===== src/rtl/rx_source_ctrl.sv =====
`default_nettype none
// ============================================================================
//  Module      : rx_source_ctrl
//  Description : Drives the SIM_EN select of the receive-path source mux.
//                Switches between the simulated link source and the live DTC
//                transceiver on a comma boundary (or after a timeout), then
//                flushes and re-qualifies alignment before declaring link-up.
//                Monitors lock loss and symbol errors while the link is up.
//  Revision    : 1.0 - initial release
// ============================================================================
module rx_source_ctrl #(
    parameter logic [15:0] Comma     = 16'hBC3C,
    parameter logic [1:0]  KChar     = 2'b11,
    parameter int unsigned HOLD_CYC  = 4,
    parameter int unsigned ALIGN_CYC = 16,
    parameter int unsigned COMMA_TO  = 1024
) (
    input  logic        RX_CLK,
    input  logic        RX_RSTN,
    input  logic        SIM_REQ,
    input  logic        ERR_CLR,
    input  logic [15:0] SIM_DATA,
    input  logic [15:0] DTC_DATA,
    input  logic [1:0]  SIM_K_CHAR,
    input  logic [1:0]  DTC_K_CHAR,
    input  logic [1:0]  SIM_CODE_ERR_N,
    input  logic [1:0]  DTC_CODE_ERR_N,
    input  logic [1:0]  SIM_INVALID,
    input  logic [1:0]  DTC_INVALID,
    input  logic        SIM_ALIGNED,
    input  logic        DTC_ALIGNED,
    input  logic        SIM_RX_VALID,
    input  logic        DTC_RX_VALID,
    output logic        SIM_EN,
    output logic        LINK_UP,
    output logic        SWITCHING,
    output logic        LOCK_LOST,
    output logic [7:0]  LOSS_CNT,
    output logic [15:0] ERR_CNT,
    output logic [1:0]  STATE
);

    localparam logic [1:0] c_ST_ALIGN_WAIT = 2'd0;
    localparam logic [1:0] c_ST_RUN        = 2'd1;
    localparam logic [1:0] c_ST_COMMA_WAIT = 2'd2;
    localparam logic [1:0] c_ST_HOLD       = 2'd3;

    // Terminal values of the shared wait/hold/align counter
    localparam logic [15:0] c_HOLD_LAST  = 16'(HOLD_CYC - 1);
    localparam logic [15:0] c_ALIGN_LAST = 16'(ALIGN_CYC - 1);
    localparam logic [15:0] c_TO_LAST    = 16'(COMMA_TO - 1);

    logic [1:0]  state_q, state_d;
    logic [15:0] cnt_q, cnt_d;
    logic        sim_en_q, sim_en_d;
    logic        link_up_q, link_up_d;
    logic        switching_q, switching_d;
    logic        lock_lost_q, lock_lost_d;
    logic [7:0]  loss_cnt_q, loss_cnt_d;
    logic [15:0] err_cnt_q, err_cnt_d;

    logic        w_good;
    logic        w_comma;
    logic        w_err;
    logic        w_req_diff;
    logic        w_loss_inc;
    logic        w_err_inc;

    // Qualify the currently selected source: good / comma / error
    always_comb begin
        if (sim_en_q) begin
            w_good  = SIM_ALIGNED & SIM_RX_VALID;
            w_comma = (SIM_DATA == Comma) && (SIM_K_CHAR == KChar);
            w_err   = (SIM_CODE_ERR_N != 2'b11) || (SIM_INVALID != 2'b00);
        end else begin
            w_good  = DTC_ALIGNED & DTC_RX_VALID;
            w_comma = (DTC_DATA == Comma) && (DTC_K_CHAR == KChar);
            w_err   = (DTC_CODE_ERR_N != 2'b11) || (DTC_INVALID != 2'b00);
        end
        w_req_diff = SIM_REQ ^ sim_en_q;
    end

    // Next-state, select toggle and lock-loss detection
    always_comb begin
        state_d     = state_q;
        cnt_d       = cnt_q + 16'd1;
        sim_en_d    = sim_en_q;
        lock_lost_d = 1'b0;
        w_loss_inc  = 1'b0;
        case (state_q)
            c_ST_ALIGN_WAIT: begin
                // Link is down, so no boundary is needed before switching
                if (w_req_diff) begin
                    state_d  = c_ST_HOLD;
                    sim_en_d = ~sim_en_q;
                end else if (!w_good) begin
                    cnt_d = '0;
                end else if (cnt_q == c_ALIGN_LAST) begin
                    state_d = c_ST_RUN;
                end
            end
            c_ST_RUN: begin
                cnt_d = '0;
                // Lock loss takes priority over a pending source request
                if (!w_good) begin
                    state_d     = c_ST_ALIGN_WAIT;
                    lock_lost_d = 1'b1;
                    w_loss_inc  = 1'b1;
                end else if (w_req_diff) begin
                    state_d = c_ST_COMMA_WAIT;
                end
            end
            c_ST_COMMA_WAIT: begin
                if (!w_good) begin
                    state_d     = c_ST_HOLD;
                    sim_en_d    = ~sim_en_q;
                    lock_lost_d = 1'b1;
                    w_loss_inc  = 1'b1;
                end else if (!w_req_diff) begin
                    state_d = c_ST_RUN;
                end else if (w_comma || (cnt_q == c_TO_LAST)) begin
                    state_d  = c_ST_HOLD;
                    sim_en_d = ~sim_en_q;
                end
            end
            c_ST_HOLD: begin
                // Request and source inputs are deliberately ignored here
                if (cnt_q == c_HOLD_LAST) begin
                    state_d = c_ST_ALIGN_WAIT;
                end
            end
            default: begin
                state_d = c_ST_ALIGN_WAIT;
            end
        endcase
        if (state_d != state_q) begin
            cnt_d = '0;
        end
        link_up_d   = (state_d == c_ST_RUN) || (state_d == c_ST_COMMA_WAIT);
        switching_d = (state_d == c_ST_COMMA_WAIT) || (state_d == c_ST_HOLD);
    end

    // Saturating event counters; clear wins over a same-cycle increment
    always_comb begin
        w_err_inc  = (state_q == c_ST_RUN) && w_err;
        loss_cnt_d = loss_cnt_q;
        err_cnt_d  = err_cnt_q;
        if (ERR_CLR) begin
            loss_cnt_d = '0;
            err_cnt_d  = '0;
        end else begin
            if (w_loss_inc && (loss_cnt_q != 8'hFF)) begin
                loss_cnt_d = loss_cnt_q + 8'd1;
            end
            if (w_err_inc && (err_cnt_q != 16'hFFFF)) begin
                err_cnt_d = err_cnt_q + 16'd1;
            end
        end
    end

    // State and output registers
    always_ff @(posedge RX_CLK or negedge RX_RSTN) begin
        if (!RX_RSTN) begin
            state_q     <= c_ST_ALIGN_WAIT;
            cnt_q       <= '0;
            sim_en_q    <= 1'b0;
            link_up_q   <= 1'b0;
            switching_q <= 1'b0;
            lock_lost_q <= 1'b0;
            loss_cnt_q  <= '0;
            err_cnt_q   <= '0;
        end else begin
            state_q     <= state_d;
            cnt_q       <= cnt_d;
            sim_en_q    <= sim_en_d;
            link_up_q   <= link_up_d;
            switching_q <= switching_d;
            lock_lost_q <= lock_lost_d;
            loss_cnt_q  <= loss_cnt_d;
            err_cnt_q   <= err_cnt_d;
        end
    end

    assign SIM_EN    = sim_en_q;
    assign LINK_UP   = link_up_q;
    assign SWITCHING = switching_q;
    assign LOCK_LOST = lock_lost_q;
    assign LOSS_CNT  = loss_cnt_q;
    assign ERR_CNT   = err_cnt_q;
    assign STATE     = state_q;

endmodule
`default_nettype wire


===== config.mk =====
export PLATFORM = sky130hd
export DESIGN_NAME = rx_source_ctrl
export DESIGN_NICKNAME = d
export VERILOG_FILES = /design/src/rtl/rx_source_ctrl.sv
export SDC_FILE = /design/constraint.sdc
export NUM_CORES = 1
export LEC_CHECK = 0
export ABC_AREA = 1
export BUFFER_PORTS_ARGS = -buffer_cell sky130_fd_sc_hd__buf_2
export CAP_MARGIN = 40
export CORE_ASPECT_RATIO = 1.4
export CORE_UTILIZATION = 30
export CTS_CLUSTER_SIZE = 8
export DETAILED_ROUTE_END_ITERATION = 16
export MAX_ROUTING_LAYER = met4
export PLACE_DENSITY = 0.61
export RECOVER_POWER = 50
export SLEW_MARGIN = 10
export SYNTH_ARGS = -nofsm -noshare
export SYNTH_HDL_FRONTEND = slang
export SYNTH_SLANG_ARGS = --single-unit

===== constraint.sdc =====
create_clock -name RX_CLK -period 1.7 [get_ports RX_CLK]
set_input_delay 0.17 -clock RX_CLK [delete_from_list [all_inputs] [get_ports RX_CLK]]
set_output_delay 0.17 -clock RX_CLK [all_outputs]
set_load 0.02 [all_outputs]

# ---- Yosys cells after proc, flatten, opt, wreduce, memory -nomap -nowiden
# Index checks and enable logic that the tools add are counted.
dict set report word_totals {
  regBits 46
  input_bits 52
  output_inout_bits 30
}
dict set report op_classes {
  add_sub_neg 3
  n_eq_ne 21
  n_mux 28
  bitwise_logic 4
  reduce_logical 18
}
# op n
set ops {}
lappend ops {{$mux W16} 5}
lappend ops {{$add A16 B1 Y16 const B} 2}
lappend ops {{$eq A16 B16 Y1 const B} 2}
lappend ops {{$pmux W16 S2} 1}
lappend ops {{$mux W2} 9}
lappend ops {{$eq A16 B10 Y1 const B} 1}
lappend ops {{$eq A16 B2 Y1 const B} 1}
lappend ops {{$eq A16 B4 Y1 const B} 1}
lappend ops {{$mux W8} 2}
lappend ops {{$ne A16 B16 Y1 const B} 1}
lappend ops {{$eq A2 B2 Y1 const B} 6}
lappend ops {{$reduce_bool A2 Y1} 5}
lappend ops {{$mux W1} 9}
lappend ops {{$add A8 B1 Y8 const B} 1}
lappend ops {{$ne A8 B8 Y1 const B} 1}
lappend ops {{$pmux W2 S4} 1}
lappend ops {{$ne A2 B2 Y1 const B} 3}
lappend ops {{$ne A3 B3 Y1 const B} 2}
lappend ops {{$logic_and A1 B1 Y1} 5}
lappend ops {{$logic_or A1 B1 Y1} 5}
lappend ops {{$eq A2 B1 Y1 const B} 2}
lappend ops {{$reduce_and A4 Y1} 1}
lappend ops {{$and A1 B1 Y1} 2}
lappend ops {{$logic_not A2 Y1} 1}
lappend ops {{5 further kinds} 5}

# ---- Logic depth before layout (Yosys ltp)
# Gate-level depths: netlist of run 1.
dict set report logic_depth {
  ltp_word 10
  ltp_mapped 16
  ltp_nobuf 14
}

# ---- Worst setup path before layout of run 1
# OpenSTA, ideal clock, no wires.
dict set report synth_timing {
  kind {reg2reg}
  from {register err_cnt_q[0] (netlist: ERR_CNT[0])}
  to {register err_cnt_q[9] (netlist: ERR_CNT[9])}
  t_arrival_ps 1769
  required_ps 1579
  slack_ps -189
  path_stages_with_launch 12
  n_path_buf 0
  path_cell_list {dfrtp_1 -> ha_1 -> nand2_1 -> nor2_1 -> nand2_1 -> nor2_1 -> a21oi_4 -> inv_2 -> nor3_1 -> nand2_1 -> nor3_1 -> nor2_1}
}
dict set report synth_between {
  elab_chain_len 3
  word_cells_on_any_way 6
  classes_between {add/sub (1); eq/ne (1); mux (2); reduce/logical (2)}
}
# element line
set synth_rtl {}
lappend synth_rtl {{start, declared} 60} ;# logic [15:0] err_cnt_q, err_cnt_d;
lappend synth_rtl {{start signal, assigned} 180} ;# err_cnt_q <= err_cnt_d;
lappend synth_rtl {{$add A16 B1 Y16 / $ne A16 B16 Y1 (equally long branches)} {156, 155}}
lappend synth_rtl {{$mux W16 / $logic_and A1 B1 Y1 (equally long branches)} 155} ;# if (w_err_inc && (err_cnt_q != 16'hFFFF)) begin
lappend synth_rtl {{$mux W16 / $reduce_bool A2 Y1 (equally long branches)} --}
# Parallel ways exist; a longest one is shown, timed or not. The select of a mux whose other input is x is not followed.
# A chain may end at the register's enable or synchronous reset.

# ---- Worst setup path in the final report of run 1
dict set report layout_timing {
  from {register cnt_q[1]}
  to {register cnt_q[2]}
}
dict set report layout_between {
  elab_chain_len 8
  word_cells_on_any_way 18
  classes_between {add/sub (1); eq/ne (4); mux (12); reduce/logical (1)}
}
# element line
set layout_rtl {}
lappend layout_rtl {{start, declared} 54} ;# logic [15:0] cnt_q, cnt_d;
lappend layout_rtl {{start signal, assigned} 174} ;# cnt_q <= cnt_d;
lappend layout_rtl {{$eq A16 B10 Y1} 121} ;# end else if (w_comma || (cnt_q == c_TO_LAST)) begin
lappend layout_rtl {{$logic_or A1 B1 Y1} 121}
lappend layout_rtl {{$mux W2} 121}
lappend layout_rtl {{$mux W2} 119} ;# end else if (!w_req_diff) begin
lappend layout_rtl {{$mux W2} 114} ;# if (!w_good) begin
lappend layout_rtl {{$pmux W2 S4 (*)} 90} ;# case (state_q)
lappend layout_rtl {{named net state_d[1]} 53} ;# logic [1:0] state_q, state_d;
lappend layout_rtl {{$ne A2 B2 Y1 (*)} 136} ;# if (state_d != state_q) begin
lappend layout_rtl {{$mux W16 (*)} 136}
lappend layout_rtl {{named net cnt_d[2]} 54}
# The timed path passes the listed nets; every way through them passes the cells marked *.

==> summary.md, run 1 <==
| Metric | Value |
|---|---|
| Outcome | complete, but fails checks |
| Violated checks | negative setup slack |
| CTS sink cnt | 45 |
| Commonest non-fill, non-tap cell in the layout | buf_2 |
| Fin. Hold Viols | 0 |
| Area Growth Syn to Fin | 62.2% |
| TritonCTS clock tree | yes |
| Final period utilization | 1.12 |
| Via Count | 3254 |
| FF+latch area | 1140 µm² |
| Fill cells | 853 |
| Rel. slew slack | 0.247 |
| Max Slew Vio Count | 0 |
| Unrepaired setup endpoints after global routing | true |
| Worst setup SP type | register |
| Top FF cell, synth | dfrtp_1 |
| Crit end category | register |
| CP Data Arrival Time | 2.13 ns |
| DRC | 0 |
| Placed inst area | 3940 µm² |
| Initial antenna violation count | 0 |
| CTS Buf Count | 5 |
| Slew @ Worst Pin | 1.13 ns |
| Hpwl dp | 5990 µm |
| Clock insertion delay at the later pin of the skew report | 0.30 ns |
| Pwr dens | 1250 nW/µm² |
| GPL Wtd Cong | 0.830 |
| Number of global-route vias before repair | 3212 |
| Die H | 118 µm |
| #FFs+latches synth | 45 |
| Peak supply drop | 0.752 mV |
| Setup violators final | 28 |
| Fin area | 4650 µm² |
| Initial DRC count | 160 |
| Yosys warns | 0 |
| Post-synth cell types | 35 |
| Peak Freq | 525 MHz |
| Largest net degree at the start of global routing | 28 |
| Rows | 41 |
| Final min period | 1.90 ns |
| Hold Path Class | in -> reg |
| Post-synthesis cell area | 2870 µm² |
| Detailed Routing Iterations Pass 1 | 6 |
| Final wirelength | 8360 µm |
| Syn_area_per_cell | 7.28 µm² |
| Drt wl/cell | 12.6 µm |
| Share of cells above drive strength 1 | 0.500 |
| Cell count after synthesis | 394 |
| Total grt overflow | 0 |
| Overall Global Routing Usage | 0.169 |
| DRT antenna net count | 0 |
| Data required, critical path | 1.93 ns |
| First-pass GRT wire length | 13400 µm |
| Clk pin slew, worst setup/hold paths | 0.07 ns |
| Synthesized Nets | 453 |
| Die area | 9960 µm² |
| Port bufs | 81 |
| Via density | 4.91 |
| Number of flops mapped to enable cells by yosys | 0 |
| Static leakage | 2.26 nW |
| Register area share after synthesis | 0.392 |
| Final worst slack | -0.205 ns |
| Commonest non-fill, non-tap cells in the layout | 79 x buf_2, 62 x nand2_1, 62 x buf_4 |
| Final setup TNS | -3.57 ns |
| Ant. Diodes | 0 |
| Max-cap viol count | 0 |
| Number of placed I/O pins | 82 |
| Die W | 84.7 µm |
| H-tree Lvls | 2 |
| Post-layout net count | 614 |
| Initial Utilization | 0.314 |
| Area of the multi-input gates | 1910 µm² |
| WS Path Type | reg -> reg |
| Clock Path Buffers | 2 |
| Clock skew | 0.00848 ns |
| Synth async-reset ratio | 1.00 |
| CP Max Fanout | 8 |
| Core area | 9130 µm² |
| Root buf cell | clkbuf_16 |
layer usage:
metal | vias up | GRT usage | routed length [µm]
li1 | 1598 | - | -
met5 | - | - | 0
met2 | 99 | 0.308 | 4550
met1 | 1543 | 0.187 | 3330
met4 | 0 | 0.0636 | 184
met3 | 14 | 0.0168 | 302
state kept, by name, indices dropped and copies added, names as in the netlist:
register,cells
ERR_CNT,16
LOCK_LOST,1
SIM_EN,1
LINK_UP,1
LOSS_CNT,8
cnt_q,16
STATE,2
through the flow:
step	instances	total power, W	hold slack (ns)	util	setup slack (ns)
after floorplan	394	0.00284	-0.126	-	-0.0809
after global placement	641	0.00376	0.142	0.431	-0.152
after detailed placement	641	0.00380	0.149	0.431	-0.227
after CTS	658	0.00519	0.170	0.467	-0.134
after global routing	663	0.00619	0.188	0.510	-0.349
final	663	0.00583	0.183	0.510	-0.205
cells in the mapped netlist, drive strengths merged, types with 2 or more instances:
library cell,number,share of area
nand3b,4,0.010
nand2,83,0.12
ha,7,0.031
nand3,40,0.074
nor2,71,0.11
nor3,9,0.016
o31ai,4,0.010
inv,57,0.075
or2,2,0.0044
o21ai,23,0.041
buf,5,0.014
a21oi,15,0.030
xnor2,2,0.013
dfrtp,45,0.39
xor2,6,0.018
nor4,2,0.0044
nand4,12,0.026
layout make-up:
class	instances	share of cell area
inverter	57	0.0481
clock buffer	5	0.0269
sequential	45	0.245
multi-input combinational	286	0.411
clock inverter	3	0.00618
tap	107	0.0288
timing repair buffer	160	0.234
critical path, stage by stage (launching register included):
cell	delay, ns
dfrtp_1	0.41
ha_4	0.18
nand2_4	0.08
nor2_4	0.05
nand2_2	0.08
nor2_2	0.03
nor2_1	0.12
nand3_1	0.08
nand2_1	0.12
nand2_1	0.06
nand2_1	0.09
nand2_2	0.08
nand2_2	0.08
nand3_4	0.10
clkbuf_16	0.19
nor2_1	0.08
path summary, 6_finish.rpt:
| path | slack (ns) | startpoint | cells past startpoint | endpoint |
|---|---|---|---|---|
| min | 0.18 | ERR_CLR | 2 | LOSS_CNT[4] |
| min in group asynchronous | 0.61 | RX_RSTN | 2 | cnt_q[10] |
| min reg2reg | 0.54 | LOSS_CNT[7] | 1 | LOSS_CNT[7] |
| max | -0.20 | cnt_q[1] | 15 | cnt_q[2] |
| max reg2reg | -0.20 | cnt_q[1] | 15 | cnt_q[2] |
| max in group asynchronous | 0.24 | RX_RSTN | 3 | SIM_EN |
report_power, final:
group,internal (W),switching [W]
registers,0.00121,0.000129
clock network,0.000567,0.000475
logic,0.00158,0.00187
total,0.00336,0.00247
timing repair:
item	CTS	global route
hold endpoints to repair	18	0
setup endpoints to repair	34	43
pin swaps	7	32
gates resized for setup	22	97
hold buffers	1	0
gates cloned	0	1
buffers inserted	8	7
logic make-up (layout without fill, tap and decap cells):
family	count (synthesis)	in the layout	share of synthesized area
buf+inv	63	225	0.0898
simple gates	224	224	0.361
fa+ha+maj	7	7	0.0305
compound gates	47	47	0.0955
flops	45	45	0.392
xor+xnor	8	8	0.0310
Note: power is estimated with default switching activity, not from simulation.
==> inputs of run 2 (changes only) <==
- PLACE_DENSITY: 0.61 -> 0.59
- clock period: 1.7 -> 2.17 ns (I/O delays scaled with it)
==> summary.md, run 2 (synthesis results as in run 1) <==
| Metric | Value |
|---|---|
| Outcome | complete, no violations |
| CP Max Fanout | 10 (+2) |
| Comb power frac | 0.474 (-0.118) |
| Total grt overflow | 0 (unchanged) |
| Area Growth Syn to Fin | 26.6% |
| Unrepaired setup endpoints after global routing | false |
| Clock Path Buffers | 2 (unchanged) |
| Commonest non-fill, non-tap cell in the layout | nand2_1 |
| Core area | 9130 µm² (unchanged) |
| Initial antenna violation count | 0 (unchanged) |
| Largest net degree at the start of global routing | 46 (+64%) |
| Ant. Diodes | 0 (unchanged) |
| Clock insertion delay at the later pin of the skew report | 0.30 ns (about the same) |
| Hold Crit Depth | 2 (unchanged) |
| Number of placed I/O pins | 82 (unchanged) |
| Via Count | 2796 (-14%) |
| Clk pin slew, worst setup/hold paths | 0.07 ns (about the same) |
| Fin area | 3630 µm² (-22%) |
| RR Startpoint | STATE[0] |
| Final period utilization | 0.905 (-0.216) |
| First-pass GRT wire length | 12300 µm (-8.5%) |
| Setup slack, reg-to-reg | 0.21 ns (+0.41 ns) |
| Max Slew Vio Count | 0 (unchanged) |
| Final min period | 1.96 ns (+0.0587 ns) |
| Port bufs | 81 (unchanged) |
| Die H | 118 µm (unchanged) |
| Root buf cell | clkbuf_16 |
| Hold-fix buffers, CTS | 0 (-1) |
| Clock skew | 0.00871 ns (+0.000231 ns) |
| Worst hold endpoint | LOSS_CNT[0] |
| Seq pwr share | 0.296 (+0.067) |
| Hold Path Class | in -> reg |
| Via density | 4.68 (-4.7%) |
| Max-cap viol count | 0 (unchanged) |
| Peak Freq | 509 MHz (-3.0%) |
| Drt wl/cell | 12.0 µm (-4.9%) |
| Rel. slew slack | 0.255 (+0.00809) |
| Die W | 84.7 µm (unchanged) |
| Hpwl dp | 5480 µm (-8.5%) |
| Final setup TNS | 0 ns (+3.57 ns) |
| Die area | 9960 µm² (unchanged) |
| Pwr dens | 977 nW/µm² (-22%) |
| GPL Wtd Cong | 0.840 (+1.2%) |
| DRC | 0 (unchanged) |
| CTS Buf Count | 5 (unchanged) |
| H-tree Lvls | 2 (unchanged) |
| Fin. Hold Viols | 0 (unchanged) |
| Placed inst area | 3420 µm² (-13%) |
| Static leakage | 1.76 nW (-22%) |
| Switching share of power | 0.426 (+0.00155) |
| Clock power share | 0.231 (+0.052) |
| Fill cells | 973 (+14%) |
| Peak supply drop | 0.573 mV (-24%) |
| Initial Utilization | 0.314 (unchanged) |
| Final wirelength | 7170 µm (-14%) |
| Overall Global Routing Usage | 0.156 (-0.0124) |
| Final worst slack | 0.207 ns (+0.411 ns) |
| Initial DRC count | 149 (-6.9%) |
| TritonCTS clock tree | yes |
| Rows | 41 (unchanged) |
| Share of cells above drive strength 1 | 0.255 (-0.245) |
| Reg-to-Reg End | cnt_q[15] |
| Commonest non-fill, non-tap cells in the layout | 73 x nand2_1, 66 x buf_2, 56 x nor2_1 |
| Setup violators final | 0 (-100%) |
| CP Data Arrival Time | 2.20 ns (+0.07 ns) |
| Post-layout net count | 549 (-11%) |
| Detailed Routing Iterations Pass 1 | 12 (+6) |
| CTS sink cnt | 45 (unchanged) |
| DRT antenna net count | 0 (unchanged) |
| Post-place setup slack | 0.0555 ns (+0.282 ns) |
| WS Path Type | reg -> reg |
| Int Pwr | 0.00204 W (-39%) |
| P_sw | 0.00151 W (-39%) |
| Crit end category | register |
| Reg2Reg Depth | 11 (-4) |
| Slew @ Worst Pin | 1.12 ns (-0.0121 ns) |
| Worst setup SP type | register |
| Hold path start | ERR_CLR |
| Number of global-route vias before repair | 2783 (-13%) |
| Data required, critical path | 2.40 ns (+0.47 ns) |
[run 2: cell count changes in the layout (fill, tap and decap cells not counted), moves of 8 or more]
cell / before / now
buf_4: 62 / 12
nor2_1: 37 / 56
nor2_4: 20 / 2
buf_2: 79 / 66
buf_6: 13 / 0
clkbuf_1: 2 / 15
nand2_1: 62 / 73
o21ai_0: 10 / 21
dfrtp_1: 35 / 44
dfrtp_2: 10 / 1
nand3_1: 31 / 39
[run 2: per-stage QoR]
step	util	total power, W	hold WS (ns)	cells
after global routing	0.398	0.00377	0.200	598
after CTS	0.391	0.00335	0.0229	591
final	0.398	0.00355	0.189	598
after detailed placement	0.374	0.00252	0.345	583
after floorplan	-	0.00214	-0.0786	394
after global placement	0.374	0.00250	0.335	583
[run 2: worst max path at each step]
| stage | start | end | slack [ns] |
|---|---|---|---|
| CTS | STATE[0] | ERR_CNT[9] | 0.05 |
| global placement | SIM_EN | ERR_CNT[10] | 0.1 |
| detailed placement | SIM_EN | ERR_CNT[10] | 0.06 |
| floorplan | ERR_CNT[0] | ERR_CNT[9] | 0.28 |
| finish | STATE[0] | cnt_q[15] | 0.21 |
| global route | cnt_q[0] | cnt_q[4] | 0.01 |
[run 2: timing repair]
action                                  in CTS  in global routing
buffers inserted                             0                  7
pin swaps                                    0                  1
gates resized for setup                      1                  5
endpoints found under the setup margin       1                 21
[run 2: critical path: stages, from the launching register on]
cell	delay, ns
dfrtp_1	0.47
inv_1	0.13
ha_1	0.28
inv_1	0.10
nor3_1	0.16
o21ai_0	0.12
nand2_2	0.11
nand2_1	0.06
nand2_2	0.07
nand3_4	0.11
buf_12	0.17
nor2_1	0.08
[run 2: power by group through the flow]
stage	logic, W	registers (W)	clock network, W
floorplan	0.00100	0.00113	0
global placement	0.00144	0.00106	0
detailed placement	0.00146	0.00106	0
CTS	0.00146	0.00105	0.000839
global route	0.00185	0.00107	0.000855
finish	0.00168	0.00105	0.000819
[run 2: area by class of cell]
class                           instances  area [µm²]  area share
Sequential cell                        45        1130       0.310
Multi-Input combinational cell        286        1500       0.414
Timing Repair Buffer                   95         502       0.138
Tap cell                              107         134      0.0368
Clock buffer                            5         125      0.0344
Inverter                               57         214      0.0589
Clock inverter                          3        28.8     0.00792
[run 2: layer usage]
metal  GRT usage  routed length, µm  vias up
li1            -                  -     1464
met1       0.174               3090     1260
met2       0.280               3730       67
met3      0.0238                238        5
met4      0.0583                110        0
met5           -                  0        -
